`src/rtl/rast_pipe_stall.sv`:
```
// rast_pipe_stall: stallable valid/payload register chain for rasterizer stage
// boundaries. Each stage moves forward when it is empty or when the stage in
// front of it is moving (COLLAPSE=1), or the whole chain moves together
// (COLLAPSE=0). DEPTH=0 is a plain wire-through.
module rast_pipe_stall #(
  parameter int WIDTH    = 24*9,
  parameter int DEPTH    = 2,
  parameter int COLLAPSE = 1,
  parameter int OCC_W    = (DEPTH < 2) ? 1 : $clog2(DEPTH+1)
) (
  input  logic             clk,
  input  logic             rst,
  input  logic [WIDTH-1:0] in_data,
  input  logic             in_valid,
  output logic             in_halt,
  output logic [WIDTH-1:0] out_data,
  output logic             out_valid,
  input  logic             out_halt,
  output logic [OCC_W-1:0] occupancy
);

  generate
    if (DEPTH == 0) begin : g_pass

      // No storage: everything passes straight through, halt included.
      assign out_data  = in_data;
      assign out_valid = in_valid;
      assign in_halt   = out_halt;
      assign occupancy = '0;

      // Clock and reset have nothing to act on in this configuration.
      logic unused_clk_rst;
      assign unused_clk_rst = clk ^ rst;

    end else begin : g_pipe

      logic [DEPTH-1:0] v_q;
      logic [DEPTH-1:0] v_d;
      logic [WIDTH-1:0] d_q [DEPTH];
      logic [WIDTH-1:0] d_d [DEPTH];
      logic [DEPTH:0]   en;
      logic [OCC_W-1:0] occ;

      // Stage enables, resolved from the output end back to the input.
      always_comb begin
        en        = '0;
        en[DEPTH] = !out_halt;
        for (int k = DEPTH-1; k >= 0; k--) begin
          if (COLLAPSE != 0) en[k] = !v_q[k] || en[k+1];
          else               en[k] = en[DEPTH];
        end
      end

      // Next stage contents; payload only follows a valid predecessor so
      // bubbles never overwrite data that is still in use downstream.
      always_comb begin
        v_d = v_q;
        for (int k = 0; k < DEPTH; k++) d_d[k] = d_q[k];
        if (en[0]) begin
          v_d[0] = in_valid;
          if (in_valid) d_d[0] = in_data;
        end
        for (int k = 1; k < DEPTH; k++) begin
          if (en[k]) begin
            v_d[k] = v_q[k-1];
            if (v_q[k-1]) d_d[k] = d_q[k-1];
          end
        end
      end

      // Occupancy is a popcount of the valid bits; it cannot exceed DEPTH.
      always_comb begin
        occ = '0;
        for (int k = 0; k < DEPTH; k++) occ = occ + OCC_W'(v_q[k]);
      end

      // Stage registers; reset discards everything in flight.
      always_ff @(posedge clk) begin
        if (rst) begin
          v_q <= '0;
          for (int k = 0; k < DEPTH; k++) d_q[k] <= '0;
        end else begin
          v_q <= v_d;
          for (int k = 0; k < DEPTH; k++) d_q[k] <= d_d[k];
        end
      end

      assign out_data  = d_q[DEPTH-1];
      assign out_valid = v_q[DEPTH-1];
      assign in_halt   = !en[0];
      assign occupancy = occ;

    end
  endgenerate

endmodule
```
`config.mk`:
```
export PLATFORM = sky130hd
export DESIGN_NAME = rast_pipe_stall
export DESIGN_NICKNAME = d
export VERILOG_FILES = /design/src/rtl/rast_pipe_stall.sv
export SDC_FILE = /design/constraint.sdc
export NUM_CORES = 1
export LEC_CHECK = 0
export CORE_AREA = 5 5 200 202
export CTS_CLUSTER_SIZE = 20
export DETAILED_ROUTE_END_ITERATION = 8
export DIE_AREA = 0 0 205 207
export PLACE_DENSITY = 0.79
export SLEW_MARGIN = 30
export SYNTH_ARGS = -nofsm -noshare
export SYNTH_HDL_FRONTEND = slang
export SYNTH_SLANG_ARGS = --single-unit
```
`constraint.sdc`:
```
create_clock -name clk -period 1.75 [get_ports clk]
set_clock_uncertainty 0.1 [all_clocks]
set_input_delay 0.4375 -clock clk [delete_from_list [all_inputs] [get_ports clk]]
set_output_delay 0.4375 -clock clk [all_outputs]
set_load 0.01 [all_outputs]
```
==> flow_summary_export.csv <==
group,metric,value,unit
final_layout,utilization,64.3,%
synthesis,ys_ff_latch,434,
grt,grt_overflow,0,
min_path,hold_path.class,"input port to register",
floorplan,fp-row-count,72,
detailed_routing,routedWlPerCell,16.5,um
synthesis,ys_seq_area_share,46.5,%
grt,antenna_found_initial,2,
floorplan,die_area,42400,um2
detailed_routing,vias,14100,
power,p_per_area,942,nW/um2
timing,final_max_slew_viol_count,0,
critical_path,worstReg2RegStart,"g_pipe.v_q[0]$_SDFFE_PP0P_",
floorplan,die_h,207,um
synthesis,yosys-top-cells-area,"dfxtp_1, nand2b_1, mux2i_1",
place,globalplace.congestion,0.826,
synthesis,ys_types,15,
power,p_sw_share,22.8,%
clock_network,path_clk_slew,0.06,ns
timing,period_needed,1.86,ns
grt,track_usage,20.9,%
job,cap_violations,0,
clock_network,h-tree-depth,2,
critical_path,end_kind,"register",
clock_network,clkSinkCount,434,
critical_path,cp.arrival,2.25,ns
final_layout,finish.instance_area,24500,um2
final_layout,nets,2565,
synthesis,yosysTopAreaCellShare,46.5,%
critical_path,start_kind,"register",
power,pwr-share-clk,42.7,%
power,pwr-share-seq,45.8,%
critical_path,worstPathMaxFanout,6,
critical_path,critPathKind,"register to register",
floorplan,fp.coreArea,38100,um2
power,p_leak,9.76,nW
place,place_ws,-0.452,ns
place,place_area,22700,um2
place,hpwlAfterDp,33400,um
power,power_switching,5.27,mW
timing,setup_viol,135,
clock_network,ctsLongestPathBuffers,3,
detailed_routing,dr.pass1.iters,5,
clock_network,cts_tree,"built",
detailed_routing,viasPerCell,4.85,
timing,finalSetupTns,-7.76,ns
final_layout,fillerInstances,3012,
floorplan,ios,440,
synthesis,syn_area_per_cell,8.90,um2
power,ir_worst_vdd,0.772,mV
timing,worstMarginPinSlew,0.310,ns
clock_network,clockRootBuffer,"clkbuf_16",
clock_network,holdBufCountCts,0,
timing,max_freq,537,MHz
final_layout,drive_gt1_share,14.1,%
timing,period_share,106,%
outcome,status,"complete, but fails checks",
grt,grt_max_degree,74,
power,pwr-share-comb,11.5,%
floorplan,initial_core_util,49.0,%
synthesis,synth_warnings,0,
detailed_routing,drc,0,
grt,grt_pass1_wl,73100,um
detailed_routing,drt-initial-drc-count,652,
grt,grt_pass1_vias,14000,
floorplan,die_w,205,um
synthesis,yosysTopAreaCell,"dfxtp_1",
critical_path,critPathLaunch,"g_pipe.v_q[0]$_SDFFE_PP0P_",
final_layout,area_growth,31.2,%
final_layout,final_cell_mix,"nand2b_1, nand2_1, dfxtp_1",
timing,rsz0062_at_grt,"yes",
timing,slew_headroom,79.3,%
timing,setup_slack,-0.113,ns
critical_path,critPathRequiredTime,2.14,ns
clock_network,clk_latency,0.56,ns
synthesis,synth_cells,2099,
detailed_routing,detail-route-antenna-nets,0,
clock_network,cts_buffers,46,
timing,hold_viol_final,0,
synthesis,syn_nets,2320,
detailed_routing,routed_wl,47800,um
synthesis,syn_area,18700,um2
place,io_buffers,439,
power,p_int,17.8,mW
min_path,holdCritStartpoint,"rst",
outcome,violations,"setup timing",
==> state kept, by name, indices dropped and copies added (netlist names) <==
name,count
g_pipe.d_q,432
g_pipe.v_q,2
==> synthesized netlist by cell type <==
library cell / number
nor2b_2: 1
a21oi_1: 217
clkbuf_1: 82
and3_4: 1
buf_4: 223
nor2_1: 3
buf_2: 38
buf_6: 17
ha_1: 1
a21bo_2: 1
nand2_1: 432
dfxtp_1: 434
nand2b_1: 432
mux2i_1: 216
a21boi_0: 1
==> power groups by stage <==
stage | registers, mW | clock network (mW) | logic, mW
CTS | 10.6 | 10.0 | 2.55
global placement | 10.8 | 0 | 2.53
floorplan | 10.7 | 0 | 1.44
finish | 10.6 | 9.85 | 2.66
detailed placement | 10.8 | 0 | 2.59
global route | 10.6 | 10.5 | 2.86
==> through the flow <==
step	hold WS, ns	total power, mW	std cells
after floorplan	0.332	12.2	2099
after global placement	0.338	13.3	2793
after detailed placement	0.342	13.4	2793
after CTS	0.121	23.2	2876
after global routing	0.148	23.9	2896
final	0.160	23.1	2896
==> kinds of logic after synthesis <==
kind of cell / Yosys count / synth area share, %
mux: 216 / 11.6
buf+inv: 360 / 12.6
fa+ha+maj: 1 / 0.0670
compound gates: 219 / 5.91
simple gates: 869 / 23.3
flops: 434 / 46.5
==> worst paths after layout <==
path / endpoint / slack [ns] / cells past startpoint
setup reg to reg: g_pipe.d_q[0][184]$_SDFFE_PP0P_ / -0.11 / 8
hold reg to reg: g_pipe.d_q[0][249]$_SDFFE_PP0P_ / 0.35 / 2
setup / recovery: g_pipe.d_q[0][184]$_SDFFE_PP0P_ / -0.11 / 8
hold / removal: g_pipe.d_q[0][301]$_SDFFE_PP0P_ / 0.16 / 3
==> worst max-delay path: stages (launching register included) <==
cell and delay, ns:
dfxtp_4 0.36, buf_6 0.11, and3_4 0.16, buf_4 0.14, nor2b_4 0.20, buf_6 0.17
clkbuf_16 0.17, buf_16 0.14, mux2i_4 0.22
==> cell type report <==
| cell class | instances | area (um2) | share of cell area [%] |
|---|---|---|---|
| diodes | 2 | 5.00 | 0.0204 |
| multi-input cells | 1305 | 7680 | 31.3 |
| clock buffers | 69 | 1410 | 5.76 |
| repair buffers | 557 | 5910 | 24.1 |
| well taps | 518 | 648 | 2.64 |
| flip-flops and latches | 434 | 8730 | 35.6 |
| clock inverters | 11 | 133 | 0.541 |
==> timing repair <==
item	in CTS	in global routing
buffers inserted	3	7
cloned	0	11
resized for setup	454	147
setup endpoints to repair	220	315
pin swaps	1	2
==> per-layer routing <==
| layer | GRT usage [%] | wire length (um) | up-vias |
|---|---|---|---|
| li1 | - | - | 6969 |
| met1 | 25.9 | 19500 | 6613 |
| met2 | 36.2 | 24200 | 389 |
| met3 | 4.25 | 2660 | 85 |
| met4 | 7.37 | 1520 | 0 |
| met5 | 0 | 0 | - |
Note: power is estimated with default switching activity, not from simulation.
